### src/rtl/pipe_addsub.sv
// Pipelined add/subtract, WIDTH/CHUNK carry-chained stages, valid/ready both sides.
// Define PIPE_ADDSUB_SAT_EN for unsigned saturation of the final result.
module pipe_addsub #(
  parameter int WIDTH = 8,
  parameter int CHUNK = 4
) (
  input  logic             clk,
  input  logic             rst_n,
  input  logic             in_valid,
  output logic             in_ready,
  input  logic [WIDTH-1:0] a,
  input  logic [WIDTH-1:0] b,
  input  logic             ci,
  input  logic             sub,
  output logic             out_valid,
  input  logic             out_ready,
  output logic [WIDTH-1:0] sum,
  output logic             c,
  output logic             ovf,
  output logic             zero
);

  localparam int STAGES = WIDTH / CHUNK;
  localparam int MSB    = WIDTH - 1;

  logic stall;
  logic adv;

  assign stall    = out_valid && !out_ready;
  assign adv      = !stall;
  assign in_ready = !stall;

  for (genvar k = 0; k < STAGES; k++) begin : g_st
    logic             v_q;
    logic             vv;
    logic             cv;
    logic             subv;
    logic [WIDTH-1:0] av;
    logic [WIDTH-1:0] bv;
    logic [WIDTH-1:0] sv;
    logic [WIDTH-1:0] s_d;
    logic [CHUNK:0]   t;

    // b is inverted once at entry so every stage is a plain adder
    if (k == 0) begin : g_in
      assign vv   = in_valid;
      assign av   = a;
      assign bv   = b ^ {WIDTH{sub}};
      assign cv   = ci ^ sub;
      assign sv   = '0;
      assign subv = sub;
    end else begin : g_mid
      assign vv   = g_st[k-1].v_q;
      assign av   = g_st[k-1].g_reg.a_q;
      assign bv   = g_st[k-1].g_reg.b_q;
      assign cv   = g_st[k-1].g_reg.cy_q;
      assign sv   = g_st[k-1].g_reg.s_q;
      assign subv = g_st[k-1].g_reg.sub_q;
    end

    assign t = {1'b0, av[k*CHUNK +: CHUNK]}
             + {1'b0, bv[k*CHUNK +: CHUNK]}
             + {{CHUNK{1'b0}}, cv};

    always_comb begin
      s_d = sv;
      s_d[k*CHUNK +: CHUNK] = t[CHUNK-1:0];
    end

    always_ff @(posedge clk) begin
      if (!rst_n) begin
        v_q <= 1'b0;
      end else if (adv) begin
        v_q <= vv;
      end
    end

    if (k < STAGES - 1) begin : g_reg
      logic [WIDTH-1:0] a_q;
      logic [WIDTH-1:0] b_q;
      logic [WIDTH-1:0] s_q;
      logic             cy_q;
      logic             sub_q;

      always_ff @(posedge clk) begin
        if (adv) begin
          a_q   <= av;
          b_q   <= bv;
          s_q   <= s_d;
          cy_q  <= t[CHUNK];
          sub_q <= subv;
        end
      end
    end else begin : g_out
      logic [WIDTH-1:0] sum_q;
      logic [WIDTH-1:0] sum_d;
      logic             c_q;
      logic             c_d;
      logic             ovf_q;
      logic             ovf_d;
      logic             zero_q;
      logic             unused_lo;

      assign unused_lo = ^{av, bv};
      assign c_d   = t[CHUNK] ^ subv;
      // b already inverted for sub, so one overflow rule covers both ops
      assign ovf_d = (av[MSB] == bv[MSB]) && (s_d[MSB] != av[MSB]);

`ifdef PIPE_ADDSUB_SAT_EN
      assign sum_d = c_d ? (subv ? '0 : '1) : s_d;
`else
      assign sum_d = s_d;
`endif

      always_ff @(posedge clk) begin
        if (!rst_n) begin
          sum_q  <= '0;
          c_q    <= 1'b0;
          ovf_q  <= 1'b0;
          zero_q <= 1'b0;
        end else if (adv && vv) begin
          sum_q  <= sum_d;
          c_q    <= c_d;
          ovf_q  <= ovf_d;
          zero_q <= (sum_d == '0);
        end
      end
    end
  end

  assign out_valid = g_st[STAGES-1].v_q;
  assign sum       = g_st[STAGES-1].g_out.sum_q;
  assign c         = g_st[STAGES-1].g_out.c_q;
  assign ovf       = g_st[STAGES-1].g_out.ovf_q;
  assign zero      = g_st[STAGES-1].g_out.zero_q;

endmodule

### config.mk
export PLATFORM = sky130hd
export DESIGN_NAME = pipe_addsub
export DESIGN_NICKNAME = d
export VERILOG_FILES = /design/src/rtl/pipe_addsub.sv
export SDC_FILE = /design/constraint.sdc
export NUM_CORES = 1
export LEC_CHECK = 0
export ABC_CLOCK_PERIOD_IN_PS = 4400
export BUFFER_PORTS_ARGS = -buffer_cell sky130_fd_sc_hd__buf_2
export CORE_UTILIZATION = 24
export CTS_CLUSTER_SIZE = 40
export DETAILED_ROUTE_END_ITERATION = 10
export GPL_ROUTABILITY_DRIVEN = 0
export SYNTH_ARGS = -nofsm -noshare
export SYNTH_HDL_FRONTEND = slang
export SYNTH_SLANG_ARGS = --single-unit
export TNS_END_PERCENT = 100
### constraint.sdc
create_clock -name clk -period 4.4 [get_ports clk]
set_input_delay 0.22 -clock clk [delete_from_list [all_inputs] [get_ports clk]]
set_output_delay 0.22 -clock clk [all_outputs]
set_load 0.02 [all_outputs]
==> impl_metrics.tcl, run 1 <==
set metrics [dict create \
    crit_fanout 2 \
    cts_buffers 3 \
    cp_top_family "adder cells" \
    drive_gt1_frac 0.283 \
    synth_fp_nets 143 \
    drc 0 \
    wire_per_inst_um 9.59 \
    antenna_found_initial 0 \
    ioPinCount 35 \
    powerDensity_mw_per_mm2 369 \
    finalCritPeriodShare 0.441 \
    final_common_cell "buf_2" \
    final-setup-viol-count 0 \
    fmax_mhz 516 \
    cts_setup_buffers 0 \
    seq_area_sq_um 681 \
    r2r_end "zero" \
    die_h_um 74.9 \
    hold_buffers 0 \
    area_delta_synth_final_pct 22.0 \
    crit_buf_inv 0 \
    gr-total-overflow 0 \
    startpoint "g_st[0].g_reg.a_q[4]" \
    slowest_stage "fa_1" \
    start_util 0.250 \
    cts_num_sinks 27 \
    cts_resized 0 \
    grt_max_degree 21 \
    routed_via_density 3.97 \
    cp_slowest_stage_delay_ns 0.48 \
    num_vias 854 \
    synth.cell_area_sq_mm 0.00128 \
    layout.nets 178 \
    finalSetupTns_ns 0 \
    finalPower_mw 0.574 \
    slew_violations 0 \
    grt_pass1_wl_um 3270 \
    status "completed" \
    hold_viol 0 \
    ys_types 27 \
    dp_slack_ns 2.31 \
    cts_root_buffer "clkbuf_8" \
    yosysSeqAreaShare 0.533 \
    fp-row-count 26 \
    r2r.worst_path.cells 5 \
    coreArea_sq_mm 0.00511 \
    criticalPathCategory "reg2reg" \
    ir_worst_vdd_mv 0.196 \
    cts-htree-levels 1 \
    worst_slack_ns 2.46 \
    post_synth_inst_count 111 \
    clk_latency_ns 0.27 \
    r2r_setup_slack_ns 2.46 \
    grt.total_usage 0.0762 \
    cp.depth 5 \
    initialDrtViolationCount 2 \
    power_leakage_nw 0.660 \
    dp_hpwl_um 1700 \
    crit_required_ns 4.60 \
    arrival_ns 2.14 \
    multi_input_area_sq_um 566 \
    endpoint "zero" \
    fill_cells 539 \
    min_period_ns 1.94 \
    port_buffers 34 \
    die_x_um 74.9 \
    cts_tree "done" \
    wirelength_um 2060 \
    rsz0062_at_grt "false" \
    ys_seq_elements 27 \
    cp-start-kind "register" \
    hold_class "in2reg" \
    maxCapViolCount 0 \
    avgSynthCellArea_sq_um 11.5 \
    grt_pass1_vias 763 \
    endpoint_kind "register" \
    path_cells "fa_1 > fa_1 > nor4_1 > nand4_1 > o21ai_0" \
    layout_common_cells "buf_2 (34), nand2_1 (14), edfxtp_1 (14)" \
    final_core_util 0.305 \
    worstMarginPinSlew_ns 0.363 \
    slew_headroom 0.758 \
    cp_common_cell "fa_1" \
    r2r-start "g_st[0].g_reg.a_q[4]" \
    clock_path_buffers 2 \
    yosysWarnings 0 \
    clkSlewWorstSetupHoldPaths_ns 0.09 \
    die-area_sq_mm 0.00561 \
    dr.pass1.iters 2 \
    antenna_cells 0 \
    whs_ns 0.123 \
    fin_skew_ns 0.00446 \
    ant_nets 0 \
]
## layer usage
metal  global-route usage  vias to the layer above  wire [um]
met3               0.0147                        0         91
li1                     -                      457          -
met4               0.0252                        0          0
met2                0.127                       25        944
met1               0.0994                      372       1030
met5                    0                        -          0
## power breakdown
group / total, mW / leakage [nW] / switching [mW] / internal [mW]
Sequential: 0.313 / 0.253 / 0.0145 / 0.299
Clock: 0.137 / 0.0228 / 0.0724 / 0.0647
Combinational: 0.123 / 0.384 / 0.0694 / 0.0540
Total: 0.574 / 0.660 / 0.156 / 0.418
## cells in the mapped netlist
master	instances	area, sq um
a211o_1	1	8.76
a211oi_2	1	12.5
a21o_1	3	22.5
a21oi_1	13	65.1
and2_1	1	6.26
and3_1	1	6.26
buf_2	3	15.0
buf_4	1	7.51
dfxtp_1	13	260
edfxtp_1	14	420
fa_1	4	80.1
ha_1	6	75.1
inv_1	2	7.51
nand2_1	14	52.6
nand2b_4	1	13.8
nand3_1	4	20.0
nand4_1	2	12.5
nand4b_1	1	8.76
nor2_1	5	18.8
nor2_2	1	6.26
nor3_1	1	5.00
nor4_1	1	6.26
o211ai_1	1	7.51
o21ai_0	3	15.0
o21ai_2	1	8.76
xnor2_1	2	17.5
xor2_1	11	96.3
## layout make-up
cell class,count,share of cell area
sequential,27,0.437
multi-input combinational,78,0.363
timing repair buffer,34,0.109
tap,70,0.0563
clock buffer,4,0.0289
inverter,2,0.00482
## kinds of logic (layout without fill, tap and decap cells)
group	after synthesis	after routing	share of synthesized area
adders and majority gates	10	10	0.122
AOI/OAI and AO/OA	23	23	0.110
xor gates and xnor gates	13	13	0.0892
buffers and inverters	6	40	0.0235
DFF	27	27	0.533
and+or+nand+nor	32	32	0.123
## how the worst min path moves through the flow
stage	from	endpoint	slack [ns]	depth (start not counted)
final	a[5]	g_st[0].g_reg.a_q[5]	0.12	1
after global routing	a[5]	g_st[0].g_reg.a_q[5]	0.11	1
after CTS	a[5]	g_st[0].g_reg.a_q[5]	0.12	1
after detailed placement	a[4]	g_st[0].g_reg.a_q[4]	0.40	1
after global placement	a[5]	g_st[0].g_reg.a_q[5]	0.40	1
after floorplan	a[4]	g_st[0].g_reg.a_q[4]	0.32	0
## registers in the layout, indices dropped and copies added (netlist names)
name              cells
sum                   8
g_st.g_reg.a_q        4
g_st.g_reg.b_q        4
g_st.g_reg.s_q        4
c                     1
g_st.g_reg.cy_q       1
g_st.g_reg.sub_q      1
g_st.v_q              1
out_valid             1
ovf                   1
zero                  1
## through the flow
step	instance area [sq um]	cells
detailed placement	1510	211
global route	1560	215
finish	1560	215
floorplan	1280	111
global placement	1510	211
CTS	1560	215
## worst reg2reg max path, stage by stage, from the launching register on
cell      delay [ns]
edfxtp_1        0.41
fa_1            0.48
fa_1            0.46
nor4_1          0.27
nand4_1         0.11
o21ai_0         0.14
No activity file was read; power rests on OpenSTA's default activity.
==> inputs of run 2 (changes only) <==
--- a/config.mk
+++ b/config.mk
@@ -5,7 +5,7 @@
 export SDC_FILE = /design/constraint.sdc
 export NUM_CORES = 1
 export LEC_CHECK = 0
-export ABC_CLOCK_PERIOD_IN_PS = 4400
+export ABC_CLOCK_PERIOD_IN_PS = 1800
 export BUFFER_PORTS_ARGS = -buffer_cell sky130_fd_sc_hd__buf_2
 export CORE_UTILIZATION = 24
 export CTS_CLUSTER_SIZE = 40
==> constraint.sdc (replaced) <==
create_clock -name clk -period 1.8 [get_ports clk]
set_input_delay 0.09 -clock clk [delete_from_list [all_inputs] [get_ports clk]]
set_output_delay 0.09 -clock clk [all_outputs]
set_load 0.02 [all_outputs]
==> run 2 against run 1 <==
Against the previous run:
- the flow now finishes with violations (setup timing)
- critical path depth did not move
- hold slack got worse by 0.068 ns
- worst setup slack worse by 2.5 ns
- core utilization is 1.6 points higher
- fmax increased by 6.5%
- cell count up 3.7%
- sequential share of layout area decreased by 2.2 points
- sequential power rose by 150%
- flip-flop and latch count is the same
- highest routed layer is now met4
==> impl_metrics.tcl, run 2 (synthesized netlist as in run 1, its figures left out) <==
set metrics [dict create \
    r2r.worst_path.cells 5 \
    r2r_setup_slack_ns -0.02 \
    routed_via_density 3.97 \
    largest_reg_flops 8 \
    powerDensity_mw_per_mm2 879 \
    hold_class "in2reg" \
    violations "setup timing" \
    endpoint "zero" \
    final_common_cell "buf_2" \
    criticalPathCategory "reg2reg" \
    num_vias 886 \
    cp-start-kind "register" \
    slew_headroom 0.750 \
    fmax_mhz 549 \
    initialDrtViolationCount 5 \
    grt.total_usage 0.0834 \
    grt_pass1_vias 854 \
    finalSetupTns_ns -0.0207 \
    hold_depth 3 \
    startpoint "g_st[0].g_reg.cy_q" \
    cts_buffers 3 \
    die_x_um 74.9 \
    slew_violations 0 \
    r2r_end "zero" \
    layout.nets 186 \
    cts_num_sinks 27 \
    antenna_found_initial 0 \
    min_period_ns 1.82 \
    coreArea_sq_mm 0.00511 \
    wire_per_inst_um 9.66 \
    dr.pass1.iters 4 \
    die_h_um 74.9 \
    layout_common_cells "buf_2 (34), nand2_1 (14), edfxtp_1 (14)" \
    gr-total-overflow 0 \
    antenna_cells 0 \
    grt_max_degree 21 \
    fill_cells 542 \
    finalPower_mw 1.44 \
    finalCritPeriodShare 1.01 \
    clk_latency_ns 0.27 \
    area_delta_synth_final_pct 28.5 \
    wirelength_um 2150 \
    maxCapViolCount 0 \
    multi_input_area_sq_um 579 \
    arrival_ns 2.03 \
    whs_ns 0.0544 \
    port_buffers 34 \
    clock_path_buffers 2 \
    crit_required_ns 2.01 \
    ant_nets 0 \
    final-setup-viol-count 1 \
    endpoint_kind "register" \
    worstMarginPinSlew_ns 0.375 \
    rsz0062_at_grt "true" \
    seq_area_sq_um 681 \
    cts_tree "done" \
    cts_root_buffer "clkbuf_8" \
    r2r-start "g_st[0].g_reg.cy_q" \
    grt_pass1_wl_um 3550 \
    crit_fanout 2 \
    start_util 0.250 \
    ir_worst_vdd_mv 0.422 \
    die-area_sq_mm 0.00561 \
    dp_hpwl_um 1750 \
    worst_slack_ns -0.0207 \
    drive_gt1_frac 0.320 \
    power_leakage_nw 0.694 \
    hold_viol 0 \
    clkSlewWorstSetupHoldPaths_ns 0.08 \
    fp-row-count 26 \
    cts-htree-levels 1 \
    ioPinCount 35 \
    status "complete, but fails checks" \
    fin_skew_ns 0.00292 \
    drc 0 \
]
## run 2: changes by cell type in the layout (fill, tap and decap cells not counted), sizes merged
cell	previous run	this run
buf	34	38
dlygate4sd3	0	4
## run 2: stage by stage
step / setup slack (ns) / cell area [sq um] / instances / util
after global routing: -0.131 / 1640 / 223 / 0.321
after global placement: -0.0286 / 1540 / 214 / 0.301
final: -0.0207 / 1640 / 223 / 0.321
after floorplan: -0.0213 / 1280 / 111 / -
after detailed placement: -0.0790 / 1540 / 214 / 0.301
after CTS: -0.0452 / 1620 / 221 / 0.317
## run 2: critical path, cell delays in order, from the launching register on
cell	delay, ns
edfxtp_1	0.41
fa_2	0.42
fa_2	0.44
nor4_2	0.26
nand4_1	0.12
o21ai_1	0.13
## run 2: power breakdown
part | switching [mW] | internal (mW)
Combinational | 0.181 | 0.160
Sequential | 0.0376 | 0.731
Clock | 0.174 | 0.158
## run 2: area by class of cell
| cell class | instances | area share |
|---|---|---|
| clock buffers | 4 | 0.0275 |
| inverters | 2 | 0.00458 |
| well taps | 70 | 0.0534 |
| repair buffers | 42 | 0.146 |
| multi-input cells | 78 | 0.353 |
| flip-flops and latches | 27 | 0.415 |
## run 2: worst min-delay path by stage
stage | slack, ns | endpoint | startpoint
6_report | 0.05 | g_st[0].v_q | in_valid
3_5_place_dp | 0.27 | g_st[0].g_reg.a_q[5] | a[5]
3_3_place_gp | 0.27 | g_st[0].g_reg.a_q[5] | a[5]
4_1_cts | 0.0003 | g_st[0].g_reg.a_q[4] | a[4]
2_1_floorplan | 0.19 | g_st[0].g_reg.a_q[4] | a[4]
5_1_grt | 0.07 | g_st[0].v_q | in_valid
## run 2: routing by layer
metal | track usage | wire length (um)
met2 | 0.148 | 1000
met1 | 0.0964 | 1020
met5 | 0 | 0
met4 | 0.0377 | 36
met3 | 0.0174 | 97
## run 2: repair_timing
| action | in CTS | in global routing |
|---|---|---|
| buffers inserted | 0 | 1 |
| pin swaps | 2 | 2 |
| resized for setup | 2 | 1 |
| cloned | 0 | 0 |
| endpoints found under the setup margin | 2 | 3 |
| hold endpoints to repair | 3 | 1 |
| hold buffers | 3 | 1 |
==> inputs of run 3 (changes only) <==
--- a/config.mk
+++ b/config.mk
@@ -7,10 +7,13 @@
 export LEC_CHECK = 0
 export ABC_CLOCK_PERIOD_IN_PS = 1800
 export BUFFER_PORTS_ARGS = -buffer_cell sky130_fd_sc_hd__buf_2
+export CELL_PAD_IN_SITES_DETAIL_PLACEMENT = 1
+export CELL_PAD_IN_SITES_GLOBAL_PLACEMENT = 1
 export CORE_UTILIZATION = 24
 export CTS_CLUSTER_SIZE = 40
 export DETAILED_ROUTE_END_ITERATION = 10
 export GPL_ROUTABILITY_DRIVEN = 0
+export PLACE_DENSITY_LB_ADDON = 0.1
 export SYNTH_ARGS = -nofsm -noshare
 export SYNTH_HDL_FRONTEND = slang
 export SYNTH_SLANG_ARGS = --single-unit
==> run 3 against run 2 <==
Against the previous run:
- clock skew rose by 0.0015 ns
- die area did not move
- sequential power rose by 0.5%
- the run still ends with setup timing left
- wire length rose by 24%
- power rose by 3.4%
- first-iteration DRC count rose to 6.6 times the previous value
- largest cell class unchanged
- critical endpoint is now sum[7]
==> impl_metrics.tcl, run 3 (synthesized netlist as in run 1, its figures left out) <==
set metrics [dict create \
    status "complete, but fails checks" \
    violations "setup timing" \
    dpl_cell_area_sq_mm 0.00155 \
    cp-start-kind "register" \
    drc 0 \
    hold_viol 0 \
    ioPinCount 35 \
    die_x_um 74.9 \
    cts_tree "done" \
    fp-row-count 26 \
    drive_gt1_frac 0.342 \
    die-area_sq_mm 0.00561 \
    port_buffers 34 \
    min_period_ns 1.87 \
    dr.pass1.iters 4 \
    crit_fanout 5 \
    dp_hpwl_um 2120 \
    arrival_ns 2.08 \
    grt_pass1_vias 944 \
    ir_worst_vdd_mv 0.324 \
    largest_reg_flops 8 \
    cts_buffers 3 \
    cts_root_buffer "clkbuf_8" \
    worstMarginPinSlew_ns 0.432 \
    finalCritPeriodShare 1.04 \
    fmax_mhz 536 \
    path_cells "fa_2 > buf_4 > buf_6 > a211oi_4 > nor2_2 > a211o_1 > o21ai_2" \
    grt_pass1_wl_um 4290 \
    crit_required_ns 2.01 \
    stdcell_count 225 \
    num_vias 944 \
    antenna_cells 0 \
    slowest_stage "fa_2" \
    coreArea_sq_mm 0.00511 \
    clkSlewWorstSetupHoldPaths_ns 0.09 \
    fin_skew_ns 0.00444 \
    worst_slack_ns -0.0663 \
    start_util 0.250 \
    finalPower_mw 1.49 \
    clock_path_buffers 2 \
    gr-total-overflow 0 \
    antenna_found_initial 0 \
    finalSetupTns_ns -0.118 \
    grt.total_usage 0.102 \
    endpoint_kind "register" \
    cp_slowest_stage_delay_ns 0.42 \
    power_leakage_nw 0.710 \
    final_common_cell "buf_2" \
    cp_top_family "compound AO/OA/AOI/OAI gates" \
    slew_violations 0 \
    wirelength_um 2680 \
    area_delta_synth_final_pct 31.1 \
    ant_nets 0 \
    slew_headroom 0.712 \
    powerDensity_mw_per_mm2 891 \
    final-setup-viol-count 2 \
    die_h_um 74.9 \
    crit_buf_inv 2 \
    rsz0062_at_grt "true" \
    wire_per_inst_um 11.9 \
    cts_num_sinks 27 \
    criticalPathCategory "reg2reg" \
    hold_class "in2reg" \
    layout.nets 188 \
    maxCapViolCount 0 \
    final_core_util 0.328 \
    grt_max_degree 21 \
    layout_common_cells "buf_2 (34), nand2_1 (14), edfxtp_1 (14)" \
    clk_latency_ns 0.27 \
    initialDrtViolationCount 33 \
    dp_slack_ns -0.0914 \
    cts-htree-levels 1 \
    dp.cells 215 \
    routed_via_density 4.20 \
    final_area_sq_mm 0.00167 \
    whs_ns 0.0644 \
]
## run 3: cell count changes in the layout (fill, tap and decap cells not counted), sizes merged
cell,previous run,this run
buf,38,40
## run 3: final cells by class
| class | count | area (sq um) |
|---|---|---|
| tap | 70 | 87.6 |
| fill | 604 | 3430 |
| multi-input combinational | 78 | 592 |
| clock buffer | 4 | 46.3 |
| sequential | 27 | 681 |
| timing repair buffer | 44 | 259 |
| inverter | 2 | 7.51 |
## run 3: worst paths after layout
kind / cells past startpoint / end / slack, ns / startpoint
worst min register to register: 2 / sum[0] / 0.46 / sum[0]
worst min-delay path: 3 / g_st[0].v_q / 0.06 / in_valid
worst max register to register: 7 / sum[7] / -0.07 / g_st[0].g_reg.a_q[4]
worst max-delay path: 7 / sum[7] / -0.07 / g_st[0].g_reg.a_q[4]
## run 3: worst reg2reg max path, cell delays in order, from the launching register on
cell	delay, ns
edfxtp_1	0.41
fa_2	0.42
buf_4	0.15
buf_6	0.11
a211oi_4	0.22
nor2_2	0.10
a211o_1	0.28
o21ai_2	0.12
## run 3: where the power goes
group | switching [mW] | internal (mW) | leakage [nW]
Sequential | 0.0412 | 0.731 | 0.253
Combinational | 0.197 | 0.175 | 0.431
Clock | 0.182 | 0.164 | 0.0257
Total | 0.420 | 1.07 | 0.710
## run 3: timing repair
item,CTS,global route
hold buffers,4,0
buffers inserted,0,2
endpoints found under the hold margin,4,0
resized for setup,3,3
endpoints found under the setup margin,2,3
pin swaps,1,7
## run 3: metal layers
layer	routed length, um	part of all wire	vias up	track usage
met1	1330	0.50	443	0.129
met2	1230	0.46	23	0.176
met5	0	0	-	0
met3	104	0.039	2	0.0281
li1	-	-	476	-
met4	11	0.0041	0	0.0189
